File: src/rtl/md_pkg.sv
// Shared definitions for the MD/MDS rotate-and-mask execution unit.
//   - operand, register-index, immediate and op-select widths
//   - op encodings driven by the decoder (values 6 and 7 are illegal)
//   - CR0 bit positions within the 4-bit cr0 field (LT, GT, EQ, SO from MSB)
//   - rotl64 helper
package md_pkg;

  localparam int unsigned dataWidth = 64;
  localparam int unsigned regWidth  = 5;
  localparam int unsigned immWidth  = 6;
  localparam int unsigned opWidth   = 3;

  typedef enum logic [opWidth-1:0] {
    OP_RLDICL = 3'd0,
    OP_RLDICR = 3'd1,
    OP_RLDIC  = 3'd2,
    OP_RLDIMI = 3'd3,
    OP_RLDCL  = 3'd4,
    OP_RLDCR  = 3'd5
  } md_op_e;

  localparam int unsigned Cr0Lt = 3;
  localparam int unsigned Cr0Gt = 2;
  localparam int unsigned Cr0Eq = 1;
  localparam int unsigned Cr0So = 0;

  // Rotate left by n: the upper half of the doubled word shifted left.
  function automatic logic [dataWidth-1:0] rotl64(input logic [dataWidth-1:0] x,
                                                  input logic [immWidth-1:0]  n);
    logic [2*dataWidth-1:0] dbl;
    dbl = {x, x} << n;
    return dbl[2*dataWidth-1:dataWidth];
  endfunction

endpackage

File: src/rtl/md_rotate_unit_if.sv
// Handshake and payload bundle of the rotate unit.
//   Input side : valid_i/ready_o handshake, op_i, rs_i, ra_i, rb_i, dest_i, shLow_i,
//                shHigh_i, imm_i, rc_i, xerSo_i
//   Output side: valid_o/ready_i handshake, result_o, dest_o, crValid_o, cr0_o, illegal_o
// Modport slave is the unit; modport master is the producer/consumer around it.
interface md_rotate_unit_if;
  import md_pkg::*;

  logic                 valid_i;
  logic                 ready_o;
  logic [opWidth-1:0]   op_i;
  logic [dataWidth-1:0] rs_i;
  logic [dataWidth-1:0] ra_i;
  logic [dataWidth-1:0] rb_i;
  logic [regWidth-1:0]  dest_i;
  logic [4:0]           shLow_i;
  logic                 shHigh_i;
  logic [immWidth-1:0]  imm_i;
  logic                 rc_i;
  logic                 xerSo_i;

  logic                 valid_o;
  logic                 ready_i;
  logic [dataWidth-1:0] result_o;
  logic [regWidth-1:0]  dest_o;
  logic                 crValid_o;
  logic [3:0]           cr0_o;
  logic                 illegal_o;

  modport slave (
    input  valid_i, op_i, rs_i, ra_i, rb_i, dest_i, shLow_i, shHigh_i, imm_i, rc_i, xerSo_i,
    input  ready_i,
    output ready_o,
    output valid_o, result_o, dest_o, crValid_o, cr0_o, illegal_o
  );

  modport master (
    output valid_i, op_i, rs_i, ra_i, rb_i, dest_i, shLow_i, shHigh_i, imm_i, rc_i, xerSo_i,
    output ready_i,
    input  ready_o,
    input  valid_o, result_o, dest_o, crValid_o, cr0_o, illegal_o
  );

endinterface

File: src/rtl/md_mask_gen.sv
// Combinational rotate mask generator.
//   x    : first one-bit, big-endian bit index (bit 0 = MSB)
//   y    : last one-bit, big-endian bit index
//   mask : ones in x..y when x <= y, otherwise ones in x..63 and 0..y (wrap)
module md_mask_gen
  import md_pkg::*;
(
  input  logic [immWidth-1:0]  x,
  input  logic [immWidth-1:0]  y,
  output logic [dataWidth-1:0] mask
);

  always_comb begin
    logic [immWidth-1:0] isa;
    mask = '0;
    for (int i = 0; i < dataWidth; i++) begin
      // Vector bit i carries big-endian bit 63-i.
      isa = immWidth'(dataWidth - 1 - i);
      if (x <= y) begin
        mask[i] = (isa >= x) && (isa <= y);
      end else begin
        mask[i] = (isa >= x) || (isa <= y);
      end
    end
  end

endmodule

File: src/rtl/md_rotate_unit.sv
// Two-stage rotate-and-mask unit for rldicl, rldicr, rldic, rldimi, rldcl, rldcr.
//   clock_i : clock, rising edge
//   reset_i : asynchronous active-high reset, clears both stages
//   bus     : slave side of md_rotate_unit_if (input op handshake, result handshake)
// Stage 1 rotates and builds the mask; stage 2 masks, merges and derives CR0.
module md_rotate_unit
  import md_pkg::*;
(
  input logic            clock_i,
  input logic            reset_i,
  md_rotate_unit_if.slave bus
);

  // Decode and stage-1 datapath.
  logic [immWidth-1:0]  sh, mbe, shift_n, mask_x, mask_y;
  logic                 reg_shift, op_illegal, op_insert;
  logic [dataWidth-1:0] rot, mask;

  assign sh  = {bus.shHigh_i, bus.shLow_i};
  // mb/me field is stored rotated: its last bit is the most significant.
  assign mbe = {bus.imm_i[0], bus.imm_i[immWidth-1:1]};

  assign reg_shift  = (bus.op_i == OP_RLDCL) || (bus.op_i == OP_RLDCR);
  assign op_insert  = (bus.op_i == OP_RLDIMI);
  assign op_illegal = bus.op_i[2] & bus.op_i[1];

  // Only the low six bits of RB form the shift count.
  logic unused_rb;
  assign unused_rb = ^bus.rb_i[dataWidth-1:immWidth];

  assign shift_n = reg_shift ? bus.rb_i[immWidth-1:0] : sh;
  assign rot     = rotl64(bus.rs_i, shift_n);

  always_comb begin
    mask_x = mbe;
    mask_y = immWidth'(dataWidth - 1);
    case (bus.op_i)
      OP_RLDICL, OP_RLDCL: begin
        mask_x = mbe;
        mask_y = immWidth'(dataWidth - 1);
      end
      OP_RLDICR, OP_RLDCR: begin
        mask_x = '0;
        mask_y = mbe;
      end
      OP_RLDIC, OP_RLDIMI: begin
        mask_x = mbe;
        mask_y = immWidth'(dataWidth - 1) - sh;
      end
      default: ;
    endcase
  end

  md_mask_gen u_mask_gen (
    .x    (mask_x),
    .y    (mask_y),
    .mask (mask)
  );

  // Stage registers.
  logic                 s1_valid_q, s1_rc_q, s1_so_q, s1_illegal_q, s1_insert_q;
  logic [dataWidth-1:0] s1_rot_q, s1_mask_q, s1_ra_q;
  logic [regWidth-1:0]  s1_dest_q;

  logic                 valid_q, cr_valid_q, illegal_q;
  logic [dataWidth-1:0] result_q;
  logic [regWidth-1:0]  dest_q;
  logic [3:0]           cr0_q;

  logic s1_load, s2_load;

  assign s2_load     = ~valid_q | bus.ready_i;
  assign s1_load     = ~s1_valid_q | s2_load;
  assign bus.ready_o = s1_load;

  // Stage-2 datapath.
  logic [dataWidth-1:0] rot_masked, result_d;
  logic                 cr_valid_d;
  logic [3:0]           cr0_d;

  always_comb begin
    rot_masked = s1_rot_q & s1_mask_q;
    result_d   = s1_insert_q ? (rot_masked | (s1_ra_q & ~s1_mask_q)) : rot_masked;
    if (s1_illegal_q) begin
      result_d = '0;
    end
    cr_valid_d = s1_rc_q & ~s1_illegal_q;
    cr0_d      = '0;
    if (cr_valid_d) begin
      cr0_d[Cr0Lt] = result_d[dataWidth-1];
      cr0_d[Cr0Gt] = ~result_d[dataWidth-1] & (|result_d);
      cr0_d[Cr0Eq] = ~(|result_d);
      cr0_d[Cr0So] = s1_so_q;
    end
  end

  always_ff @(posedge clock_i or posedge reset_i) begin
    if (reset_i) begin
      s1_valid_q   <= 1'b0;
      s1_rot_q     <= '0;
      s1_mask_q    <= '0;
      s1_ra_q      <= '0;
      s1_dest_q    <= '0;
      s1_rc_q      <= 1'b0;
      s1_so_q      <= 1'b0;
      s1_illegal_q <= 1'b0;
      s1_insert_q  <= 1'b0;
    end else if (s1_load) begin
      s1_valid_q <= bus.valid_i;
      if (bus.valid_i) begin
        s1_rot_q     <= rot;
        s1_mask_q    <= mask;
        s1_ra_q      <= bus.ra_i;
        s1_dest_q    <= bus.dest_i;
        s1_rc_q      <= bus.rc_i;
        s1_so_q      <= bus.xerSo_i;
        s1_illegal_q <= op_illegal;
        s1_insert_q  <= op_insert;
      end
    end
  end

  always_ff @(posedge clock_i or posedge reset_i) begin
    if (reset_i) begin
      valid_q    <= 1'b0;
      result_q   <= '0;
      dest_q     <= '0;
      cr_valid_q <= 1'b0;
      cr0_q      <= '0;
      illegal_q  <= 1'b0;
    end else if (s2_load) begin
      valid_q <= s1_valid_q;
      if (s1_valid_q) begin
        result_q   <= result_d;
        dest_q     <= s1_dest_q;
        cr_valid_q <= cr_valid_d;
        cr0_q      <= cr0_d;
        illegal_q  <= s1_illegal_q;
      end
    end
  end

  assign bus.valid_o   = valid_q;
  assign bus.result_o  = result_q;
  assign bus.dest_o    = dest_q;
  assign bus.crValid_o = cr_valid_q;
  assign bus.cr0_o     = cr0_q;
  assign bus.illegal_o = illegal_q;

endmodule
File: src/flat_wrapper.sv
// flat-port wrapper written by rule: the top's interface ports become plain ports
module md_rotate_unit_flat import md_pkg::*;
  (clock_i, reset_i, bus_valid_i, bus_op_i, bus_rs_i, bus_ra_i, bus_rb_i, bus_dest_i, bus_shLow_i, bus_shHigh_i, bus_imm_i, bus_rc_i, bus_xerSo_i, bus_ready_i, bus_ready_o, bus_valid_o, bus_result_o, bus_dest_o, bus_crValid_o, bus_cr0_o, bus_illegal_o);
  md_rotate_unit_if bus_i ();
  input logic clock_i;
  input logic reset_i;
  input wire logic [$bits(bus_i.valid_i)-1:0] bus_valid_i;
  input wire logic [$bits(bus_i.op_i)-1:0] bus_op_i;
  input wire logic [$bits(bus_i.rs_i)-1:0] bus_rs_i;
  input wire logic [$bits(bus_i.ra_i)-1:0] bus_ra_i;
  input wire logic [$bits(bus_i.rb_i)-1:0] bus_rb_i;
  input wire logic [$bits(bus_i.dest_i)-1:0] bus_dest_i;
  input wire logic [$bits(bus_i.shLow_i)-1:0] bus_shLow_i;
  input wire logic [$bits(bus_i.shHigh_i)-1:0] bus_shHigh_i;
  input wire logic [$bits(bus_i.imm_i)-1:0] bus_imm_i;
  input wire logic [$bits(bus_i.rc_i)-1:0] bus_rc_i;
  input wire logic [$bits(bus_i.xerSo_i)-1:0] bus_xerSo_i;
  input wire logic [$bits(bus_i.ready_i)-1:0] bus_ready_i;
  output wire logic [$bits(bus_i.ready_o)-1:0] bus_ready_o;
  output wire logic [$bits(bus_i.valid_o)-1:0] bus_valid_o;
  output wire logic [$bits(bus_i.result_o)-1:0] bus_result_o;
  output wire logic [$bits(bus_i.dest_o)-1:0] bus_dest_o;
  output wire logic [$bits(bus_i.crValid_o)-1:0] bus_crValid_o;
  output wire logic [$bits(bus_i.cr0_o)-1:0] bus_cr0_o;
  output wire logic [$bits(bus_i.illegal_o)-1:0] bus_illegal_o;
  assign bus_i.valid_i = bus_valid_i;
  assign bus_i.op_i = bus_op_i;
  assign bus_i.rs_i = bus_rs_i;
  assign bus_i.ra_i = bus_ra_i;
  assign bus_i.rb_i = bus_rb_i;
  assign bus_i.dest_i = bus_dest_i;
  assign bus_i.shLow_i = bus_shLow_i;
  assign bus_i.shHigh_i = bus_shHigh_i;
  assign bus_i.imm_i = bus_imm_i;
  assign bus_i.rc_i = bus_rc_i;
  assign bus_i.xerSo_i = bus_xerSo_i;
  assign bus_i.ready_i = bus_ready_i;
  assign bus_ready_o = bus_i.ready_o;
  assign bus_valid_o = bus_i.valid_o;
  assign bus_result_o = bus_i.result_o;
  assign bus_dest_o = bus_i.dest_o;
  assign bus_crValid_o = bus_i.crValid_o;
  assign bus_cr0_o = bus_i.cr0_o;
  assign bus_illegal_o = bus_i.illegal_o;
  md_rotate_unit u_core (.clock_i(clock_i), .reset_i(reset_i), .bus(bus_i));
endmodule
File: config.mk
export PLATFORM = sky130hd
export DESIGN_NAME = md_rotate_unit_flat
export DESIGN_NICKNAME = d
export VERILOG_FILES = /design/src/rtl/md_pkg.sv /design/src/rtl/md_rotate_unit_if.sv /design/src/rtl/md_mask_gen.sv /design/src/rtl/md_rotate_unit.sv /design/src/flat_wrapper.sv
export SDC_FILE = /design/constraint.sdc
export NUM_CORES = 1
export LEC_CHECK = 0
export CAP_MARGIN = 20
export CORE_MARGIN = 2
export CORE_UTILIZATION = 26
export DETAILED_ROUTE_END_ITERATION = 16
export SETUP_SLACK_MARGIN = 0.15
export SLEW_MARGIN = 30
export SYNTH_ARGS = -nofsm -noshare
export SYNTH_HDL_FRONTEND = slang
export SYNTH_SLANG_ARGS = --single-unit
File: constraint.sdc
create_clock -name clock_i -period 18 [get_ports clock_i]
set_input_delay 4.5 -clock clock_i [delete_from_list [all_inputs] [get_ports clock_i]]
set_output_delay 4.5 -clock clock_i [all_outputs]
set_load 0.005 [all_outputs]
# Word level (Yosys, flattened, before mapping)
# Cells that the tools add are included.
# totals
regBits,278
latch_bits,0
mem_bits_rw,0
romBits,0
output_inout_bits,77
n_memories,0
# op_classes
n_addsub,1
n_mul,0
div,0
magnitude_cmp,129
eq_ne,5
n_shift,1
muxes,70
bitwise,14
reduce_logical,134
# op_table
cell,n
6-bit >= comparator (first input constant),32
6-bit less-or-equal comparator (first input constant),32
64-bit AND,2
64-bit two-way mux,2
128-bit by 6-bit left shift with 128-bit output,1
5-bit by 6-bit >= comparator with 1-bit output (first input constant),16
5-bit by 6-bit less-or-equal comparator with 1-bit output (first input constant),16
1-bit logical OR,65
1-bit logical AND,64
1-bit two-way mux,64
64-bit inverter,1
64-bit OR,1
64-bit OR reduction,1
4-bit by 6-bit >= comparator with 1-bit output (first input constant),8
4-bit by 6-bit less-or-equal comparator with 1-bit output (first input constant),8
3-bit by 6-bit >= comparator with 1-bit output (first input constant),4
3-bit by 6-bit less-or-equal comparator with 1-bit output (first input constant),4
1-bit by 6-bit >= comparator with 1-bit output (first input constant),2
2-bit by 6-bit >= comparator with 1-bit output (first input constant),2
1-bit by 6-bit less-or-equal comparator with 1-bit output (first input constant),2
2-bit by 6-bit less-or-equal comparator with 1-bit output (first input constant),2
6-bit two-way mux,2
6-bit one-hot mux with 2 select lines,1
3-bit by 2-bit equality test with 1-bit output (second input constant),2
other kinds (10),20

# Depth between registers and ports, before layout
# Gate-level depths: netlist of the first run.
# depth
depth_word,8
depth_mapped,15
depth_no_buf,11

# Hierarchy
# Synthesis of the first run repeated with hierarchy kept, for this count alone.
# unflattened
hier_cells,1753
area_unflattened_um2,17424.2
# modules_own_cells
module,instances,cells_each,area_per_inst_um2,seq_area_each_um2
md_rotate_unit,1,1453,15521.1,6956.7
md_mask_gen,1,300,1903.1,0.0

# Worst setup path after synthesis of the first run
# Ideal clock, no wire load.
# synth_timing
path_kind,input port to output port
from,in bus_ready_i
to,out bus_ready_o
arrival_time_ns,4.689
required_ns,13.500
setup_slack_ns,8.811
path_stages,1
n_path_buf,0
path_cell_list,nand3b_1
# synth_via
elab_chain_len,2
# synth_rtl
item,line_no,source
start: declaration,flat_wrapper.sv:18,input wire logic [$bits(bus_i.ready_i)-1:0] bus_ready_i;
1-bit OR,md_rotate_unit.sv:72,assign s2_load = ~valid_q | bus.ready_i;
1-bit OR,md_rotate_unit.sv:73,assign s1_load = ~s1_valid_q | s2_load;
end: declaration,flat_wrapper.sv:19,output wire logic [$bits(bus_i.ready_o)-1:0] bus_ready_o;
# No other way between the ends.

# Worst setup path after layout of the first run
# Same ends and word-level chain as after synthesis.

==> flow_metrics.env, run 1 <==
export IMPL_grt_first_pass_wirelength_mm=110
export IMPL_dr_pass1_iters=6
export IMPL_crit_type="in2out"
export IMPL_post_synth_main_area_contributors="sky130_fd_sc_hd__dfrtp_1 (39%), sky130_fd_sc_hd__nand2_1 (10%), sky130_fd_sc_hd__a211oi_1 (5.6%)"
export IMPL_highest_routed_layer="met5"
export IMPL_maxSlewHeadroom_pct=33.6
export IMPL_clkLatencyLatePin_ns=0.58
export IMPL_dp_cells=3198
export IMPL_finalNonFillerCells=3258
export IMPL_post_synth_top_area_fraction_pct=38.9
export IMPL_r2r_start="u_core.s1_valid_q$_DFFE_PP0N_"
export IMPL_most_common_cell_after_layout_fill_and_taps_aside="sky130_fd_sc_hd__nand2_1"
export IMPL_synth_top_family_by_area="compound AO/OA/AOI/OAI gates"
export IMPL_worst_r2r_endpoint="u_core.s1_rot_q[29]$_DFFE_PP0P_"
export IMPL_synthesis_area_per_instance_sq_um=7.96
export IMPL_floorplan_die_height_um=266
export IMPL_startpoint_type="input port"
export IMPL_period_minus_slack_ns=10.26
export IMPL_cts_tree="yes"
export IMPL_post_synth_fa_ha_maj_area_fraction_pct=1.37
export IMPL_postSynthNetCount=2469
export IMPL_start_util_pct=26.2
export IMPL_post_synthesis_share_of_cell_area_spent_on_and_or_nand_and_nor_gates_pct=17.8
export IMPL_cts_htree_levels=1
export IMPL_reg2reg_depth=8
export IMPL_yosys_area_top_type="sky130_fd_sc_hd__dfrtp_1"
export IMPL_detailroute_wirelength_met3_mm=4.59
export IMPL_grt_start_max_net_pins=181
export IMPL_place_port_buffers=236
export IMPL_layout_common_cells="sky130_fd_sc_hd__nand2_1 (482), sky130_fd_sc_hd__dfrtp_1 (276), sky130_fd_sc_hd__clkdlybuf4s50_1 (235), sky130_fd_sc_hd__nor2_1 (199), sky130_fd_sc_hd__a21oi_1 (183)"
export IMPL_synth_yosys_warnings=0
export IMPL_slew_violations=0
export IMPL_synth_cell_types=56
export IMPL_required_time_at_the_endpoint_of_the_critical_path_ns=13.50
export IMPL_post_drt_via_cell_ratio=5.58
export IMPL_wirelength_met1_mm=31.7
export IMPL_grt_ovfl_total=0
export IMPL_transition_time_of_the_tightest_slew_check_pin_ns=0.986
export IMPL_fillerInstances=7245
export IMPL_synth_sequential_area_ratio_pct=38.9
export IMPL_hold_path_class="reg2reg"
export IMPL_clock_tree_root_cell="sky130_fd_sc_hd__clkbuf_16"
export IMPL_crit_arrival_ns=5.76
export IMPL_drc=0
export IMPL_rsz_0062_raised_after_global_routing="false"
export IMPL_synth_compound_gate_area_share_pct=31.4
export IMPL_setup_violations_final=0
export IMPL_clock_power_share_pct=29.3
export IMPL_postSynth_topFlopCell="sky130_fd_sc_hd__dfrtp_1"
export IMPL_synth_edff_count=0
export IMPL_first_iter_violations=2051
export IMPL_tritoncts_num_buffers=30
export IMPL_outcome="completed"
export IMPL_routabilityCongestion=0.956
export IMPL_cts_repair_timing_setup_buffer_count=0
export IMPL_route_met2_wl_mm=36.1
export IMPL_power_switching_fraction_pct=36.3
export IMPL_totalWireLength_mm=74.6
export IMPL_cts_hold_fix_buffers=0
export IMPL_synthXorXnorAreaFrac_pct=0
export IMPL_capturing_element_type_of_the_critical_path="primary output"
export IMPL_path_max_fanout=4
export IMPL_maxCapViolCount=0
export IMPL_route_detailed_wl_per_inst_um=22.9
export IMPL_syn_cell_area_sq_um=17900
export IMPL_cts_repair_resize_count=0
export IMPL_num_ports=295
export IMPL_clock_path_buffers=3
export IMPL_overall_die_area_sq_um=70900
export IMPL_crit_path_end="bus_ready_o"
export IMPL_worst_setup_path_startpoint="bus_ready_i"
export IMPL_setup_slack_of_the_worst_register_to_register_path_ns=14.37
export IMPL_proportion_of_layout_cells_with_a_drive_suffix_above_1_pct=5.86
export IMPL_synth_mux_area_share_pct=4.70
export IMPL_via_count=18200
export IMPL_seq_power_share_pct=39.5
export IMPL_antenna_found_initial=7
export IMPL_maxClockFrequency_ghz=0.0975
export IMPL_grt_usage_pct=20.2
export IMPL_net_switching_power_mw=0.793
export IMPL_clkSlewWorstSetupHoldPaths_ns=0.07
export IMPL_fin_setup_tns_ns=0
export IMPL_power_share_combinational_pct=31.2
export IMPL_finalClockSkew_ns=0.0142
export IMPL_num_rows=96
export IMPL_cellLeakagePower_nw=8.93
export IMPL_power_internal_mw=1.39
export IMPL_place_detailed_hpwl_mm=54.3
export IMPL_final_antenna_net_count=0
export IMPL_syn2layout_area_growth_pct=22.7
export IMPL_nets=2573
export IMPL_number_of_global_route_vias_before_repair=16900
export IMPL_ir_drop_v=0.0000763
export IMPL_die_width_um=266
export IMPL_ys_seq_elements=278
export IMPL_core_sq_um=68300
export IMPL_layout_worst_path_cycle_share_pct=57.0
export IMPL_clock_sinks=278
export IMPL_postSynthCellCount=2245
export IMPL_finalHoldViolCount=0
export IMPL_ys_async_sr_fraction_pct=100
export IMPL_power_density_cell_area_nw_per_um2=99.7
power by group through the flow:
stage               Combinational, mW  Sequential [mW]  Clock (mW)
floorplan                       0.396            0.814           0
global route                    0.738            0.872       0.676
finish                          0.681            0.863       0.641
global placement                0.665            0.870           0
CTS                             0.674            0.862       0.651
detailed placement              0.670            0.873           0
worst min-delay path by stage:
| stage | cells past startpoint | startpoint | slack, ns | end |
|---|---|---|---|---|
| 6_report | 2 | u_core.s1_dest_q[4]$_DFFE_PP0P_ | 0.47 | u_core.s1_dest_q[4]$_DFFE_PP0P_ |
| 5_1_grt | 2 | u_core.s1_ra_q[13]$_DFFE_PP0P_ | 0.49 | u_core.s1_ra_q[13]$_DFFE_PP0P_ |
| 4_1_cts | 2 | u_core.s1_dest_q[4]$_DFFE_PP0P_ | 0.48 | u_core.s1_dest_q[4]$_DFFE_PP0P_ |
| 3_5_place_dp | 2 | u_core.s1_dest_q[4]$_DFFE_PP0P_ | 0.46 | u_core.s1_dest_q[4]$_DFFE_PP0P_ |
| 3_3_place_gp | 2 | u_core.s1_dest_q[2]$_DFFE_PP0P_ | 0.46 | u_core.s1_dest_q[2]$_DFFE_PP0P_ |
| 2_1_floorplan | 2 | u_core.s1_dest_q[0]$_DFFE_PP0P_ | 0.44 | u_core.s1_dest_q[0]$_DFFE_PP0P_ |
critical path: stages:
cell and delay, ns:
sky130_fd_sc_hd__clkdlybuf4s50_1 0.46, sky130_fd_sc_hd__nand3b_1 0.23, sky130_fd_sc_hd__clkdlybuf4s50_1 0.56
sequential cells by signal (all words and copies together) (netlist names):
register	flops
u_core.bus.cr0_o	4
u_core.bus.crValid_o	1
u_core.bus.dest_o	5
u_core.bus.illegal_o	1
u_core.bus.result_o	64
u_core.bus.valid_o	1
u_core.s1_dest_q	5
u_core.s1_illegal_q	1
u_core.s1_insert_q	1
u_core.s1_mask_q	64
u_core.s1_ra_q	64
u_core.s1_rc_q	1
u_core.s1_rot_q	64
u_core.s1_so_q	1
u_core.s1_valid_q	1
kinds of logic (layout without fill, tap and decap cells):
family	after synthesis	in the layout
adders and majority gates	23	23
other	0	5
and+or+nand+nor	785	785
DFF	278	278
AOI/OAI and AO/OA	831	831
muxes	73	73
buffers and inverters	255	381
per-stage QoR:
step | setup WS (ns) | power [mW] | utilization [%] | hold slack [ns] | cell area, sq um
after global routing | 7.73 | 2.29 | 32.1 | 0.494 | 21900
after global placement | 7.76 | 1.53 | 30.5 | 0.456 | 20800
after floorplan | 5.83 | 1.21 | - | 0.442 | 17900
after CTS | 7.75 | 2.19 | 32.0 | 0.475 | 21900
final | 7.74 | 2.19 | 32.1 | 0.473 | 21900
after detailed placement | 7.77 | 1.54 | 30.5 | 0.459 | 20900
synth_stat cells, drive strengths merged, types with 19 or more instances:
cell type  instances
a2111oi           68
a211oi           134
a21o              24
a21oi            184
a221o             19
a22o              29
a22oi             47
buf               65
clkbuf           128
dfrtp            278
inv               60
mux2              24
mux2i             43
nand2            488
nor2             202
nor4              29
o21ai            148
o221ai            27
o22ai             49
o31ai             46
final cells by class:
class                      instances  area [sq um]  area share (%)
multi-input combinational       1712          9990            45.5
sequential                       278          6960            31.7
timing repair buffer             265          2610            11.9
tap                              882          1100            5.03
clock buffer                      41           852            3.89
inverter                          62           240            1.10
clock inverter                    13           158           0.719
antenna                            5          12.5          0.0571
metal layers:
metal | track usage, % | vias to the layer above
li1 | - | 8480
met1 | 26.9 | 8884
met2 | 34.3 | 691
met3 | 2.69 | 108
met4 | 5.44 | 2
met5 | 0 | -
(Power assumes the default switching activity.)
==> inputs of run 2 (changes only) <==
- clock period: 18 -> 8.8 ns (I/O delays scaled with it)
==> flow_metrics.env, run 2 (synthesis gave the netlist of run 1 again) <==
export IMPL_power_density_cell_area_nw_per_um2=204
export IMPL_finalClockSkew_ns=0.0220
export IMPL_power_switching_fraction_pct=35.8
export IMPL_finalHoldViolCount=0
export IMPL_place_port_buffers=236
export IMPL_cts_hold_fix_buffers=0
export IMPL_rsz_0062_raised_after_global_routing="false"
export IMPL_setup_violations_final=0
export IMPL_clkSlewWorstSetupHoldPaths_ns=0.06
export IMPL_clock_sinks=278
export IMPL_path_max_fanout=57
export IMPL_grt_start_max_net_pins=153
export IMPL_cts_repair_timing_setup_buffer_count=0
export IMPL_power_internal_mw=2.89
export IMPL_antenna_found_initial=8
export IMPL_floorplan_die_height_um=266
export IMPL_required_time_at_the_endpoint_of_the_critical_path_ns=9.33
export IMPL_net_switching_power_mw=1.61
export IMPL_core_sq_um=68300
export IMPL_power_share_combinational_pct=31.0
export IMPL_die_width_um=266
export IMPL_tritoncts_num_buffers=31
export IMPL_worst_path_max_delay_cell="sky130_fd_sc_hd__mux2_2"
export IMPL_drc=0
export IMPL_outcome="completed"
export IMPL_num_ports=295
export IMPL_overall_die_area_sq_um=70900
export IMPL_clock_path_buffers=3
export IMPL_layout_common_cells="sky130_fd_sc_hd__nand2_1 (482), sky130_fd_sc_hd__dfrtp_1 (276), sky130_fd_sc_hd__clkdlybuf4s50_1 (235), sky130_fd_sc_hd__nor2_1 (199), sky130_fd_sc_hd__a21oi_1 (183)"
export IMPL_start_util_pct=26.2
export IMPL_hold_path_class="reg2reg"
export IMPL_number_of_global_route_vias_before_repair=16700
export IMPL_grt_ovfl_total=0
export IMPL_nets=2581
export IMPL_critical_path_cell_chain="clkdlybuf4s50_1 -> nand2b_4 -> mux2_2 -> buf_4 -> a2111oi_0 -> nor4_1 -> o32ai_1 -> a211oi_1 -> a22o_1 -> a21o_1"
export IMPL_cts_repair_resize_count=0
export IMPL_slew_violations=0
export IMPL_grt_usage_pct=19.9
export IMPL_cts_tree="yes"
export IMPL_maxCapViolCount=0
export IMPL_capturing_element_type_of_the_critical_path="register"
export IMPL_clock_power_share_pct=29.9
export IMPL_route_detailed_wl_per_inst_um=22.5
export IMPL_layout_worst_path_cycle_share_pct=73.3
export IMPL_most_common_cell_after_layout_fill_and_taps_aside="sky130_fd_sc_hd__nand2_1"
export IMPL_cellLeakagePower_nw=8.98
export IMPL_ir_drop_v=0.000146
export IMPL_num_rows=96
export IMPL_worst_path_dominant_cell_family="simple AND/OR/NAND/NOR gates"
export IMPL_clkLatencyLatePin_ns=0.59
export IMPL_cts_htree_levels=1
export IMPL_finish_utilization_pct=32.3
export IMPL_worstPathBufferInverterCount=2
export IMPL_seq_power_share_pct=39.2
export IMPL_place_detailed_hpwl_mm=54.2
export IMPL_crit_path_max_incr_delay_ns=0.87
export IMPL_fin_setup_tns_ns=0
export IMPL_post_drt_via_cell_ratio=5.55
export IMPL_maxSlewHeadroom_pct=32.2
export IMPL_final_antenna_net_count=0
export IMPL_clock_tree_root_cell="sky130_fd_sc_hd__clkbuf_16"
export IMPL_proportion_of_layout_cells_with_a_drive_suffix_above_1_pct=6.18
export IMPL_via_count=18100
export IMPL_period_minus_slack_ns=6.45
export IMPL_first_iter_violations=1963
export IMPL_startpoint_type="input port"
export IMPL_dr_pass1_iters=6
export IMPL_maxClockFrequency_ghz=0.155
export IMPL_grt_first_pass_wirelength_mm=109
export IMPL_totalWireLength_mm=73.3
export IMPL_syn2layout_area_growth_pct=23.3
export IMPL_routabilityCongestion=0.984
export IMPL_crit_arrival_ns=6.98
export IMPL_transition_time_of_the_tightest_slew_check_pin_ns=1.01
export IMPL_crit_type="in2reg"
-- run 2: cell count changes in the layout (fill, tap and decap cells not counted), moves of 2 or more --
cell,delta
sky130_fd_sc_hd__clkinv_2,-4
sky130_fd_sc_hd__clkbuf_8,+2
sky130_fd_sc_hd__buf_12,+2
sky130_fd_sc_hd__inv_6,+2
sky130_fd_sc_hd__buf_4,+4
sky130_fd_sc_hd__clkbuf_1,+3
-- run 2: worst paths after layout --
path,end,slack (ns),depth (start not counted),start
min in group asynchronous,u_core.s1_dest_q[2]$_DFFE_PP0P_,2.12,2,reset_i
setup reg to reg,u_core.bus.cr0_o[2]$_DFFE_PP0P_,5.86,9,u_core.s1_insert_q$_DFFE_PP0P_
hold / removal,u_core.s1_dest_q[4]$_DFFE_PP0P_,0.47,2,u_core.s1_dest_q[4]$_DFFE_PP0P_
setup / recovery,u_core.s1_rot_q[9]$_DFFE_PP0P_,2.35,10,bus_op_i[1]
hold reg to reg,u_core.s1_dest_q[4]$_DFFE_PP0P_,0.47,2,u_core.s1_dest_q[4]$_DFFE_PP0P_
max in group asynchronous,u_core.s1_insert_q$_DFFE_PP0P_,5.34,4,reset_i
-- run 2: power groups by stage --
stage          registers [mW]  clock network, mW  logic, mW
2_1_floorplan            1.67                  0      0.811
3_3_place_gp             1.78                  0       1.36
3_5_place_dp             1.78                  0       1.37
4_1_cts                  1.76               1.36       1.38
5_1_grt                  1.78               1.41       1.51
6_report                 1.76               1.34       1.39
-- run 2: tightest hold or removal path, stage by stage (launching register included) --
cell                      delay, ns
sky130_fd_sc_hd__dfrtp_1       0.34
sky130_fd_sc_hd__nand2_1       0.05
sky130_fd_sc_hd__nand2_1       0.05
-- run 2: layer usage --
layer  vias up  part of all wire, %  track usage [%]
li1       8483                    -                -
met1      8752                   42             26.9
met2       725                   46             31.6
met3       147                  6.3             2.76
met4         8                  5.3             9.08
met5         -                0.068                0
-- run 2: area by class of cell --
class / instances / area (sq um)
inverters: 62 / 236
well taps: 882 / 1100
clock buffers: 47 / 916
diodes: 4 / 10.0
multi-input cells: 1712 / 9990
repair buffers: 272 / 2690
flip-flops and latches: 278 / 6960
clock inverters: 9 / 130
fillers: 7228 / 46300
-- run 2: stage by stage --
stage / area (sq um) / setup WS (ns) / instances / power (mW) / hold WS, ns
after floorplan: 17900 / 2.92 / 2245 / 2.48 / 0.442
final: 22000 / 2.35 / 3266 / 4.50 / 0.467
after detailed placement: 20900 / 1.82 / 3205 / 3.15 / 0.460
after global routing: 22000 / 2.14 / 3266 / 4.71 / 0.499
after global placement: 20900 / 1.79 / 3203 / 3.14 / 0.456
after CTS: 22000 / 2.39 / 3261 / 4.50 / 0.475
